`src/rtl/dmem_port_arbiter.sv`:
```
`default_nettype none
// ============================================================================
// Module   : dmem_port_arbiter
// Function : shares the single data-memory port between the CPU MEM stage and
//            a DMA/debug requester; CPU priority with DMA anti-starvation.
// Revision : 1.0  initial release
// ============================================================================
module dmem_port_arbiter #(
  parameter int ADDR_WIDTH   = 32,
  parameter int DATA_WIDTH   = 32,
  parameter int STARVE_LIMIT = 4
) (
  input  logic                  clk,
  input  logic                  rst,
  // CPU requester
  input  logic                  cpu_req,
  input  logic                  cpu_rw,
  input  logic [1:0]            cpu_type,
  input  logic                  cpu_sign,
  input  logic [ADDR_WIDTH-1:0] cpu_addr,
  input  logic [DATA_WIDTH-1:0] cpu_wdata,
  output logic [DATA_WIDTH-1:0] cpu_rdata,
  output logic                  cpu_done,
  output logic                  cpu_err,
  output logic                  cpu_stall,
  // DMA / debug requester
  input  logic                  dma_req,
  input  logic                  dma_rw,
  input  logic [1:0]            dma_type,
  input  logic                  dma_sign,
  input  logic [ADDR_WIDTH-1:0] dma_addr,
  input  logic [DATA_WIDTH-1:0] dma_wdata,
  output logic [DATA_WIDTH-1:0] dma_rdata,
  output logic                  dma_done,
  output logic                  dma_err,
  // Data memory port (TYPE carries the memory access type)
  output logic [ADDR_WIDTH-1:0] MADD,
  output logic [DATA_WIDTH-1:0] MDATA,
  output logic [1:0]            TYPE,
  output logic                  SignM,
  output logic                  RW,
  input  logic [DATA_WIDTH-1:0] MDOUT
);

  localparam logic [1:0] S_IDLE    = 2'd0;
  localparam logic [1:0] S_ACC_CPU = 2'd1;
  localparam logic [1:0] S_ACC_DMA = 2'd2;

  localparam logic [3:0]            STARVE_MAX = 4'(STARVE_LIMIT);
  localparam logic [ADDR_WIDTH-1:0] IO_ADDR_A  = ADDR_WIDTH'(32'h15);
  localparam logic [ADDR_WIDTH-1:0] IO_ADDR_B  = ADDR_WIDTH'(32'h16);

  logic [1:0]            state_q, state_d;
  logic [3:0]            starve_q, starve_d;
  logic [ADDR_WIDTH-1:0] madd_q, madd_d;
  logic [DATA_WIDTH-1:0] mdata_q, mdata_d;
  logic [1:0]            type_q, type_d;
  logic                  sign_q, sign_d;
  logic                  rw_q, rw_d;
  logic                  ill_q, ill_d;
  logic [DATA_WIDTH-1:0] cpu_rdata_q, cpu_rdata_d;
  logic                  cpu_done_q, cpu_done_d;
  logic                  cpu_err_q, cpu_err_d;
  logic [DATA_WIDTH-1:0] dma_rdata_q, dma_rdata_d;
  logic                  dma_done_q, dma_done_d;
  logic                  dma_err_q, dma_err_d;

  logic w_dma_win;
  logic w_cpu_win;
  logic w_dma_ill;
  logic w_cpu_ill;
  logic w_acc_read;

  always_comb begin
    w_dma_win = dma_req & (~cpu_req | (starve_q == STARVE_MAX));
    w_cpu_win = cpu_req & ~w_dma_win;
    // The IO window is reserved for the CPU; DMA may not touch it.
    w_dma_ill = (dma_type == 2'b11) | (dma_addr == IO_ADDR_A) | (dma_addr == IO_ADDR_B);
    w_cpu_ill = (cpu_type == 2'b11);
    w_acc_read = ~ill_q & ~rw_q;
  end

  // Arbitration and port-register load; runs on every edge since accesses last one cycle.
  always_comb begin
    state_d = S_IDLE;
    madd_d  = madd_q;
    mdata_d = mdata_q;
    sign_d  = sign_q;
    type_d  = 2'b00;
    rw_d    = 1'b0;
    ill_d   = 1'b0;
    if (w_dma_win) begin
      state_d = S_ACC_DMA;
      madd_d  = dma_addr;
      mdata_d = dma_wdata;
      type_d  = dma_type;
      sign_d  = dma_sign;
      ill_d   = w_dma_ill;
      rw_d    = dma_rw & ~w_dma_ill;
    end else if (w_cpu_win) begin
      state_d = S_ACC_CPU;
      madd_d  = cpu_addr;
      mdata_d = cpu_wdata;
      type_d  = cpu_type;
      sign_d  = cpu_sign;
      ill_d   = w_cpu_ill;
      rw_d    = cpu_rw & ~w_cpu_ill;
    end

    if (w_cpu_win & dma_req) begin
      starve_d = (starve_q == STARVE_MAX) ? starve_q : starve_q + 4'd1;
    end else begin
      starve_d = 4'd0;
    end
  end

  // Completion of the access that occupied the port during the cycle now ending.
  always_comb begin
    cpu_done_d  = (state_q == S_ACC_CPU);
    cpu_err_d   = cpu_done_d & ill_q;
    cpu_rdata_d = (cpu_done_d & w_acc_read) ? MDOUT : cpu_rdata_q;
    dma_done_d  = (state_q == S_ACC_DMA);
    dma_err_d   = dma_done_d & ill_q;
    dma_rdata_d = (dma_done_d & w_acc_read) ? MDOUT : dma_rdata_q;
  end

  always_ff @(posedge clk or negedge rst) begin
    if (!rst) begin
      state_q     <= S_IDLE;
      starve_q    <= 4'd0;
      madd_q      <= '0;
      mdata_q     <= '0;
      type_q      <= 2'b00;
      sign_q      <= 1'b0;
      rw_q        <= 1'b0;
      ill_q       <= 1'b0;
      cpu_rdata_q <= '0;
      cpu_done_q  <= 1'b0;
      cpu_err_q   <= 1'b0;
      dma_rdata_q <= '0;
      dma_done_q  <= 1'b0;
      dma_err_q   <= 1'b0;
    end else begin
      state_q     <= state_d;
      starve_q    <= starve_d;
      madd_q      <= madd_d;
      mdata_q     <= mdata_d;
      type_q      <= type_d;
      sign_q      <= sign_d;
      rw_q        <= rw_d;
      ill_q       <= ill_d;
      cpu_rdata_q <= cpu_rdata_d;
      cpu_done_q  <= cpu_done_d;
      cpu_err_q   <= cpu_err_d;
      dma_rdata_q <= dma_rdata_d;
      dma_done_q  <= dma_done_d;
      dma_err_q   <= dma_err_d;
    end
  end

  // RW comes straight from a flop so the negedge write strobe is glitch-free.
  assign MADD      = madd_q;
  assign MDATA     = mdata_q;
  assign TYPE      = type_q;
  assign SignM     = sign_q;
  assign RW        = rw_q;
  assign cpu_rdata = cpu_rdata_q;
  assign cpu_done  = cpu_done_q;
  assign cpu_err   = cpu_err_q;
  assign cpu_stall = cpu_req & ~cpu_done_q;
  assign dma_rdata = dma_rdata_q;
  assign dma_done  = dma_done_q;
  assign dma_err   = dma_err_q;

endmodule
`default_nettype wire
```
`config.mk`:
```
export PLATFORM = sky130hd
export DESIGN_NAME = dmem_port_arbiter
export DESIGN_NICKNAME = d
export VERILOG_FILES = /design/src/rtl/dmem_port_arbiter.sv
export SDC_FILE = /design/constraint.sdc
export NUM_CORES = 1
export LEC_CHECK = 0
export CAP_MARGIN = 0
export CORE_ASPECT_RATIO = 1.2
export CORE_MARGIN = 1.5
export CORE_UTILIZATION = 40
export CTS_BUF_LIST = sky130_fd_sc_hd__clkbuf_4 sky130_fd_sc_hd__clkbuf_8 sky130_fd_sc_hd__clkbuf_16
export CTS_CLUSTER_DIAMETER = 50
export DETAILED_ROUTE_END_ITERATION = 8
export PLACE_DENSITY = 0.81
export SLEW_MARGIN = 20
export SYNTH_ARGS = -nofsm -noshare
export SYNTH_HDL_FRONTEND = slang
export SYNTH_SLANG_ARGS = --single-unit
```
`constraint.sdc`:
```
create_clock -name clk -period 1.9 [get_ports clk]
set_clock_uncertainty 0.1 [all_clocks]
set_input_delay 0.38 -clock clk [delete_from_list [all_inputs] [get_ports clk]]
set_output_delay 0.38 -clock clk [all_outputs]
set_load 0.02 [all_outputs]
```
# After elaboration in Yosys (flattened, before gate mapping)
# Index checks and enable logic that the tools add are counted.
# W data, S select, Z words.
# op_classes
add_sub_neg	1
mul	0
div	0
order_cmp	0
eq_ne	8
shift	0
muxes	16
n_bitwise	21
reduce_logical	1
# ops
operator	n
$mux W32	4
$eq A32 B5 Y1 const B	2
$and A1 B1 Y1	11
$mux W4	2
$mux W1	7
$not A1 Y1	7
$eq A2 B2 Y1 const B	3
$mux W2	3
$add A4 B1 Y4 const B	1
$eq A4 B3 Y1 const B	1
$or A1 B1 Y1	3
$eq A2 B1 Y1 const B	1
$ne A2 B2 Y1 const B	1
$reduce_bool A2 Y1	1
# totals
ff_bits	143
latchBits	0
ram_bits	0
mem_bits_ro	0
input_bits	172
out_inout_bits	137
elab_cells	61
memories	0

# Depth between registers and ports, before layout
# Gate-level depths: netlist of run 1.
# depth
depth_word	7
ltp_mapped	9
ltp_nobuf	6

# Worst setup path after synthesis of run 1
# OpenSTA, ideal clock, no wires.
# synth_path
path_type	register to register
from	register starve_q[0]
to	register madd_q[12], in the netlist MADD[12]
setup_ps	120
arrival_ps	1434
required_time_ps	1680
path_slack_ps	246
stages_incl_launch_ff	10
path_buffers	3
synth_period_minus_slack_ps	1654
path_cell_list	dfrtp_1 inv_1 ha_1 nand4b_1 and2_1 clkbuf_2 buf_6 buf_6 a22oi_2 nand2_1
# synth_between
elab_chain_cells	6
word_cells_on_any_way	7
classes_between	eq/ne (1); mux (1); bitwise (4); reduce/logical (1)
# synth_rtl
item	line	rtl
from (decl)	54	logic [3:0] starve_q, starve_d;
from (signal assigned)	145	starve_q <= starve_d;
$eq A4 B3 Y1 *	75	w_dma_win = dma_req & (~cpu_req | (starve_q == STARVE_MAX));
$or A1 B1 Y1 *	75	
$and A1 B1 Y1 *	75	
$not A1 Y1	76	w_cpu_win = cpu_req & ~w_dma_win;
$and A1 B1 Y1	76	
$reduce_bool A2 Y1 (no source line)	--	
to (signal assigned)	146	madd_q <= madd_d;
to (decl)	55	logic [ADDR_WIDTH-1:0] madd_q, madd_d;
# Every way passes the cells marked *; elsewhere a longest branch is shown, timed or not.
# A chain may end at the register's enable or synchronous reset.

# Final worst setup path of run 1
# layout_path
from	register cpu_rdata_q[2], in the netlist cpu_rdata[2]
to	output port cpu_rdata[2]
# layout_lines
item	line	rtl
from (decl)	61	logic [DATA_WIDTH-1:0] cpu_rdata_q, cpu_rdata_d;
from (signal assigned)	152	cpu_rdata_q <= cpu_rdata_d;
to (decl)	22	output logic [DATA_WIDTH-1:0] cpu_rdata,
# No word-level cell between the ends.

==> flow_summary.ini, run 1 <==
[run_status]
status = finished clean

[sta]
drv_slew = 0
clock.fmax_mhz = 534
finalHoldViolCount = 0
fin_crit_ns = 1.87
max-slew-margin-rel = 0.659
period_share = 0.986
tightest_slew_ns = 0.511
setup_viol_count_final = 0
setup_tns_ns = 0

[power]
switching_share = 0.300
power_leakage_uw = 0.00511
p_sw_uw = 2960
p_total_uw = 9860
p_per_area_nw_per_um2 = 959
p_int_uw = 6900
clkPwrFrac = 0.331
seq_power_share = 0.384
peakVddDrop_uv = 564
power_frac_comb = 0.285

[floorplan]
dieArea_sq_um = 15600
die_y_um = 137
initial_core_util = 0.412
ioPinCount = 309
core_area_sq_um = 14500
rows = 48
die_width_um = 114

[synth]
syn_area_sq_um = 5960
ys_warn_count = 0
synth-seq-area-share = 0.600
synthCells = 483
ys_seq_elements = 143
syn_nets = 657
yosysUniqueCellTypes = 32
syn_area_per_cell_sq_um = 12.3

[clocking]
cts_tree = done
cts_max_level = 4
cts_buffer_depth = 2
cts_buffers = 17
ctsRootBufferMaster = clkbuf_16
clkLatencyLatePin_ns = 0.41
cts.clk_slew.worst_paths_ns = 0.06
clock_sinks = 143

[layout]
nets = 991
mostFrequentLayoutCell = clkdlybuf4s50_1
drive_gt1_frac = 0.195
syn_to_final_growth_pct = 72.3
antenna_cells = 0
final_cell_mix = 221 x clkdlybuf4s50_1, 143 x dfrtp_1, 138 x nand2_1

[global_routing]
grt_max_degree = 51
grt_overflow = 0
antenna_found_initial = 0
grt_pass1_wl_mm = 26.7
grt_use_total = 0.224
grt_pass1_vias = 5470

[detailed_routing]
ant_nets = 0
via_per_inst = 4.95
vias = 5099
drt_wl_total_mm = 18.2
drc = 0
post_drt_wl_per_cell_um = 17.7
dr.pass1.iters = 6
drtIter0Drc = 222

[critical_path]
crit_arrival_ns = 1.39
path_max_fanout = 2
critPathTopFamily = buffers and inverters
startpoint = cpu_rdata[2]$_DFFE_PN0P_
worst_r2r_startpoint = starve_q[0]$_DFFE_PN0P_
slowest_stage = clkdlybuf4s50_1
crit_buf_inv = 1
end_kind = output port
crit_type = register to output port
max_stage_delay_ns = 0.61
crit_chain = clkdlybuf4s50_1
crit_required_ns = 1.42
start_kind = register

[hold_path]
min_from = MDATA[27]$_DFFE_PN0P_
hold_class = register to register

[placement]
hpwl_mm = 13.6
port_buffers = 308
gp_congestion = 0.852

[flow_run]
maxCapViolCount = 0
-- layer usage --
layer | global-route usage | routed length (um)
met1 | 0.226 | 6700
met2 | 0.411 | 9550
met3 | 0.0793 | 1430
met4 | 0.106 | 560
met5 | 0 | 0
-- worst paths after layout --
kind                                        endpoint  slack, ns  cells past startpoint
setup / recovery                        cpu_rdata[2]       0.03                      1
hold / removal                 MDATA[27]$_DFFE_PN0P_       0.36                      2
setup reg to reg                 MADD[2]$_DFFE_PN0P_       0.12                      8
hold reg to reg                MDATA[27]$_DFFE_PN0P_       0.36                      2
max in group asynchronous   dma_rdata[8]$_DFFE_PN0P_       0.69                      3
min in group asynchronous  dma_rdata[13]$_DFFE_PN0P_       0.40                      2
-- final cells by class --
class                      instances  area (sq um)
clock buffer                      18           439
clock inverter                    14           148
fill                             999          4200
multi-input combinational        308          2210
inverter                           3          11.3
timing repair buffer             344          3640
sequential                       143          3580
tap                              200           250
-- per-stage QoR --
stage                     hold WS, ns  instance area (sq um)  setup slack, ns  utilization  instances
after global placement          0.256                   9460           -0.384        0.654        995
after floorplan               -0.0156                   5960            0.246            -        483
final                           0.358                  10300           0.0260        0.710       1030
after CTS                       0.367                  10000         0.000277        0.694       1028
after detailed placement        0.263                   9460           -0.478        0.654        995
after global routing            0.382                  10300          -0.0247        0.710       1030
-- registers in the layout, summed over array words and instances (netlist names) --
signal,count
state_q,2
MADD,32
cpu_done,1
TYPE,2
starve_q,4
dma_rdata,32
dma_err,1
RW,1
cpu_err,1
SignM,1
dma_done,1
cpu_rdata,32
ill_q,1
MDATA,32
-- power by group through the flow --
stage	sequential [uW]	combinational (uW)	clock, uW
after CTS	3800	2860	3340
after floorplan	4430	604	0
final	3790	2810	3260
after global placement	3810	2820	0
after detailed placement	3850	2880	0
after global routing	3840	2960	3490
-- kinds of logic (layout without fill, tap and decap cells) --
kind of cell	count (synthesis)	count (layout)	synth area share
AND/OR/NAND/NOR	171	171	0.124
flip-flops	143	143	0.600
AO/OA/AOI/OAI	68	68	0.111
multiplexers	64	64	0.121
buffers and inverters	32	379	0.0353
XOR/XNOR	3	3	0.00441
adder cells (fa/ha/maj)	2	2	0.00420
-- cell usage after synthesis --
library cell	n	area share
nand3_1	7	0.0059
buf_6	8	0.015
buf_2	8	0.0067
nor4b_1	2	0.0029
and3_1	1	0.0010
a21boi_2	1	0.0019
clkbuf_1	5	0.0031
nand4b_1	1	0.0015
buf_1	2	0.0013
a22oi_1	35	0.044
and2_1	3	0.0031
nor2b_1	1	0.0010
and2b_2	2	0.0029
ha_1	2	0.0042
xnor2_1	1	0.0015
dfrtp_1	143	0.60
mux2_1	10	0.019
o22a_1	1	0.0015
buf_4	5	0.0063
nor2_1	6	0.0038
a22oi_2	30	0.063
nand2_1	138	0.087
nor3b_4	2	0.0063
inv_1	3	0.0019
nor3_1	1	0.00084
o21ai_1	1	0.00084
nor4_1	5	0.0052
nand4_1	1	0.0010
mux2_2	54	0.10
clkbuf_2	1	0.00084
xor2_1	2	0.0029
nand3b_1	1	0.0013
-- what timing repair did --
item | in CTS | in global routing
gates resized for setup | 15 | 75
hold endpoints to repair | 45 | 0
pin swaps | 0 | 1
hold buffers | 1 | 0
gates cloned | 0 | 1
setup endpoints to repair | 16 | 89
buffers inserted | 0 | 1
Note: power is estimated with default switching activity, not from simulation.
==> inputs of run 2 (changes only) <==
--- a/config.mk
+++ b/config.mk
@@ -8,11 +8,13 @@
 export CAP_MARGIN = 0
 export CORE_ASPECT_RATIO = 1.2
 export CORE_MARGIN = 1.5
-export CORE_UTILIZATION = 40
+export CORE_UTILIZATION = 36
 export CTS_BUF_LIST = sky130_fd_sc_hd__clkbuf_4 sky130_fd_sc_hd__clkbuf_8 sky130_fd_sc_hd__clkbuf_16
 export CTS_CLUSTER_DIAMETER = 50
 export DETAILED_ROUTE_END_ITERATION = 8
-export PLACE_DENSITY = 0.81
+export MAX_ROUTING_LAYER = met4
+export PLACE_DENSITY = 0.77
+export SETUP_SLACK_MARGIN = 0.3
 export SLEW_MARGIN = 20
 export SYNTH_ARGS = -nofsm -noshare
 export SYNTH_HDL_FRONTEND = slang
==> constraint.sdc (replaced) <==
create_clock -name clk -period 1.6 [get_ports clk]
set_clock_uncertainty 0.1 [all_clocks]
set_input_delay 0.32 -clock clk [delete_from_list [all_inputs] [get_ports clk]]
set_output_delay 0.32 -clock clk [all_outputs]
set_load 0.02 [all_outputs]
==> run 2 against run 1 <==
The flow now finishes with violations (setup timing); clock-buffer cell count unchanged; register-to-register slack worse by 0.29 ns; core utilization up 3.5 points; highest routed layer unchanged; cell area up 18%; cell count up 15%; global-route usage up 3.4 points; critical path type is now register to register.
==> flow_summary.ini, run 2 (synthesis results as in run 1) <==
[flow_run]
maxCapViolCount = 0

[critical_path]
crit_arrival_ns = 1.98
crit_required_ns = 1.81
reg2reg_slack_ns = -0.17
end_kind = register
path_max_fanout = 5
crit_type = register to register
start_kind = register

[layout]
mostFrequentLayoutCell = clkdlybuf4s50_1
final_util = 0.745
stdcell_area_sq_um = 12100
drive_gt1_frac = 0.495
final_cell_mix = 169 x clkdlybuf4s50_1, 153 x buf_6, 142 x dfrtp_1
syn_to_final_growth_pct = 103
nets = 1136

[clocking]
cts_buffers = 17
cts_max_level = 4
cts.clk_slew.worst_paths_ns = 0.07
ctsRootBufferMaster = clkbuf_16
clkLatencyLatePin_ns = 0.43
clock_sinks = 143
cts_buffer_depth = 2
cts_tree = done

[global_routing]
grt_max_degree = 45
grt_pass1_wl_mm = 32.6
grt_pass1_vias = 6031
grt_use_total = 0.258
grt_overflow = 0
antenna_found_initial = 1

[floorplan]
die_y_um = 144
die_width_um = 120
rows = 51
core_area_sq_um = 16200
dieArea_sq_um = 17300
initial_core_util = 0.368
ioPinCount = 309

[placement]
place_area_sq_um = 9990
port_buffers = 308
hpwl_mm = 15.0
gp_congestion = 0.943

[sta]
setup_viol_count_final = 126
fin_crit_ns = 1.77
max-slew-margin-rel = 0.682
period_share = 1.10
drv_slew = 0
setup_ws_ns = -0.165
tightest_slew_ns = 0.472
finalHoldViolCount = 0
rsz0062_at_grt = true
clock.fmax_mhz = 566
hold_ws_ns = 0.266

[detailed_routing]
drt_wl_total_mm = 25.3
drtIter0Drc = 332
post_drt_wl_per_cell_um = 21.3
dr.pass1.iters = 4
via_per_inst = 5.02
drc = 0
ant_nets = 0
vias = 5963

[power]
p_per_area_nw_per_um2 = 1140
power_leakage_uw = 0.00568
peakVddDrop_uv = 720
p_total_uw = 13800

[run_status]
status = finished with violations
failed_checks = setup timing

[hold_path]
hold_class = input pin to asynchronous set/reset pin
run 2: changes by cell type in the layout (fill, tap and decap cells not counted), moves of 10 or more:
cell | previous run | this run
a22oi_1 | 35 | 11
a22oi_2 | 30 | 54
buf_4 | 25 | 138
buf_6 | 2 | 153
clkdlybuf4s50_1 | 221 | 169
dlygate4sd2_1 | 14 | 1
dlymetal6s2s_1 | 72 | 0
mux2_1 | 10 | 0
mux2_2 | 54 | 0
mux2_4 | 0 | 64
run 2: worst paths after layout:
path                                 startpoint                   endpoint  cells after the start
hold reg to reg             MADD[5]$_DFFE_PN0P_        MADD[5]$_DFFE_PN0P_                      2
setup / recovery           state_q[0]$_DFF_PN0_  dma_rdata[23]$_DFFE_PN0P_                      5
min in group clk                         cpu_rw               RW$_DFF_PN0_                      3
setup reg to reg           state_q[0]$_DFF_PN0_  dma_rdata[23]$_DFFE_PN0P_                      5
max in group asynchronous                   rst      MDATA[30]$_DFFE_PN0P_                      3
hold / removal                              rst  cpu_rdata[25]$_DFFE_PN0P_                      2
run 2: timing repair:
| item | in CTS | in global routing |
|---|---|---|
| gates cloned | 0 | 12 |
| setup endpoints to repair | 272 | 275 |
| hold buffers | 1 | 0 |
| gates resized for setup | 836 | 49 |
| hold endpoints to repair | 31 | 0 |
| setup buffers | 56 | 47 |
| pin swaps | 4 | 61 |
run 2: per-layer routing:
layer | GRT usage | share of wire
met1 | 0.277 | 0.35
met2 | 0.451 | 0.54
met3 | 0.0588 | 0.074
met4 | 0.124 | 0.036
met5 | - | 0
run 2: report_power, final:
group	switching, uW	internal, uW
Clock	1740	2400
Sequential	507	4200
Combinational	2000	2950
Total	4250	9550
run 2: cell type report:
class | instances | area (sq um)
Antenna cell | 1 | 2.50
Clock buffer | 18 | 439
Clock inverter | 14 | 173
Fill cell | 965 | 4130
Inverter | 3 | 11.3
Multi-Input combinational cell | 308 | 2590
Sequential cell | 143 | 3580
Tap cell | 212 | 265
Timing Repair Buffer | 489 | 5020
run 2: critical path, stage by stage, from the launching register on:
cell	delay, ns
dfrtp_1	0.39
and2b_2	0.23
nor3b_4	0.25
buf_6	0.19
clkbuf_16	0.17
mux2_4	0.31
run 2: stage by stage:
stage,setup slack [ns],setup TNS (ns),cells
final,-0.165,-10.55,1188
after global placement,-0.572,-17.44,1039
after global routing,-0.185,-17.71,1188
after detailed placement,-0.563,-20.64,1039
after CTS,-0.0739,-4.48,1128
after floorplan,-0.0318,-1.70,483
==> inputs of run 3 (changes only) <==
--- a/config.mk
+++ b/config.mk
@@ -8,12 +8,13 @@
 export CAP_MARGIN = 0
 export CORE_ASPECT_RATIO = 1.2
 export CORE_MARGIN = 1.5
-export CORE_UTILIZATION = 36
+export CORE_UTILIZATION = 43
 export CTS_BUF_LIST = sky130_fd_sc_hd__clkbuf_4 sky130_fd_sc_hd__clkbuf_8 sky130_fd_sc_hd__clkbuf_16
 export CTS_CLUSTER_DIAMETER = 50
 export DETAILED_ROUTE_END_ITERATION = 8
+export HOLD_SLACK_MARGIN = 0.15
 export MAX_ROUTING_LAYER = met4
-export PLACE_DENSITY = 0.77
+export PLACE_DENSITY = 0.86
 export SETUP_SLACK_MARGIN = 0.3
 export SLEW_MARGIN = 20
 export SYNTH_ARGS = -nofsm -noshare
==> constraint.sdc (replaced) <==
create_clock -name clk -period 2.09 [get_ports clk]
set_clock_uncertainty 0.1 [all_clocks]
set_input_delay 0.418 -clock clk [delete_from_list [all_inputs] [get_ports clk]]
set_output_delay 0.418 -clock clk [all_outputs]
set_load 0.02 [all_outputs]
==> run 3 against run 2 <==
The flow now finishes without violations; highest routed layer unchanged; non-clock buffer count fell by 153; sequential power fell by 27%; critical path depth fell by 2; largest cell class is now registers; core utilization rose by 0.38 points.
==> flow_summary.ini, run 3 (synthesis results as in run 1) <==
[critical_path]
start_kind = input pin
worst_r2r_startpoint = starve_q[0]$_DFFE_PN0P_
crit_type = input pin to output port
reg2reg_slack_ns = 0.35
crit_required_ns = 1.57
timing.rr.end = MDATA[3]$_DFFE_PN0P_
path_max_fanout = 2
end_kind = output port
reg2reg_depth = 8
crit_arrival_ns = 1.30

[layout]
mostFrequentLayoutCell = clkdlybuf4s50_1
syn_to_final_growth_pct = 67.7
nets = 983
fillers = 908
final_util = 0.749
drive_gt1_frac = 0.192
final_cell_mix = 170 x clkdlybuf4s50_1, 143 x dfrtp_1, 138 x nand2_1

[detailed_routing]
wirelength_met1_mm = 7.53
via_per_inst = 5.28
drt_wl_total_mm = 20.3
routed-wl-met2_mm = 10.2
wl_met3_mm = 1.83
drc = 0
dr.pass1.iters = 4
drtIter0Drc = 179
dr.max_layer_used = met4
vias = 5248
post_drt_wl_per_cell_um = 20.4
ant_nets = 0

[placement]
hpwl_mm = 14.7
port_buffers = 308
gp_congestion = 0.875

[floorplan]
core_area_sq_um = 13400
die_y_um = 132
rows = 46
dieArea_sq_um = 14600
die_width_um = 110
initial_core_util = 0.446
ioPinCount = 309

[sta]
period_share = 0.870
setup_viol_count_final = 0
drv_slew = 0
finalHoldViolCount = 0
max-slew-margin-rel = 0.730
clock.fmax_mhz = 550
tightest_slew_ns = 0.399
fin_crit_ns = 1.82
rsz0062_at_grt = true

[global_routing]
grt_pass1_wl_mm = 30.7
antenna_found_initial = 3
grt_max_degree = 66
grt_overflow = 0
grt_use_total = 0.285
grt_pass1_vias = 5718

[power]
power_leakage_uw = 0.00462
seq_power_share = 0.367
p_per_area_nw_per_um2 = 941
power_frac_comb = 0.245
p_total_uw = 9410
clkPwrFrac = 0.388
p_sw_uw = 2590
switching_share = 0.275
p_int_uw = 6820
peakVddDrop_uv = 750

[clocking]
cts_buffers = 17
cts_max_level = 4
cts.clk_slew.worst_paths_ns = 0.06
cts_tree = done
cts_buffer_depth = 2
clock_sinks = 143
clkLatencyLatePin_ns = 0.42
ctsRootBufferMaster = clkbuf_16

[hold_path]
hold_path_depth = 2
min_from = MDATA[11]$_DFFE_PN0P_
holdPathEnd = MDATA[11]$_DFFE_PN0P_
hold_class = register to register

[run_status]
status = finished clean

[flow_run]
maxCapViolCount = 0
run 3: cell types whose count changed in the layout (fill, tap and decap cells not counted), moves of 54 or more:
cell / delta
dlygate4sd2_1: +134
mux2_2: +54
mux2_4: -64
buf_6: -151
buf_4: -121
run 3: worst max-delay path, stage by stage:
cell	delay, ns
clkdlybuf4s50_1	0.53
nor2b_1	0.16
buf_2	0.19
run 3: per-layer routing:
layer	GRT usage	vias to the layer above
met5	-	-
met4	0.130	0
met3	0.106	51
met2	0.470	289
met1	0.305	2579
li1	-	2329
run 3: per-stage QoR:
| step | hold slack [ns] | setup TNS [ns] | setup slack (ns) | instance area, sq um | std cells |
|---|---|---|---|---|---|
| floorplan | 0.0224 | 0 | 0.436 | 5960 | 483 |
| global placement | 0.228 | -0.513 | -0.186 | 9330 | 952 |
| detailed placement | 0.231 | -0.540 | -0.196 | 9330 | 952 |
| CTS | 0.361 | 0 | 0.0834 | 9900 | 985 |
| global route | 0.372 | 0 | 0.243 | 10000 | 993 |
| finish | 0.361 | 0 | 0.272 | 10000 | 993 |
run 3: final cells by class:
type,count,area [sq um],area share
flip-flops and latches,143,3580,0.358
multi-input cells,308,2220,0.222
well taps,168,210,0.0210
inverters,3,11.3,0.00113
clock inverters,9,226,0.0226
clock buffers,23,495,0.0495
diodes,3,7.51,0.000751
repair buffers,336,3250,0.325
run 3: worst max path at each step:
stage,startpoint,end,slack [ns],cells past startpoint
2_1_floorplan,starve_q[0]$_DFFE_PN0P_,MADD[12]$_DFFE_PN0P_,0.44,9
3_3_place_gp,cpu_req,cpu_stall,-0.19,3
3_5_place_dp,cpu_req,cpu_stall,-0.20,3
4_1_cts,cpu_req,cpu_stall,0.08,3
5_1_grt,cpu_req,cpu_stall,0.24,3
6_report,cpu_req,cpu_stall,0.27,3
run 3: power by group through the flow:
stage	combinational, uW	clock [uW]	sequential (uW)
after global placement	2530	0	3470
after floorplan	549	0	4030
final	2300	3660	3450
after CTS	2300	3710	3460
after global routing	2430	3810	3510
after detailed placement	2590	0	3510
run 3: timing repair:
action / 4_1_cts / 5_1_grt
resized for setup: 139 / 10
endpoints found under the hold margin: 113 / 0
endpoints found under the setup margin: 140 / 26
cloned: 0 / 2
buffers inserted: 0 / 3
hold buffers: 1 / 0
pin swaps: 0 / 1
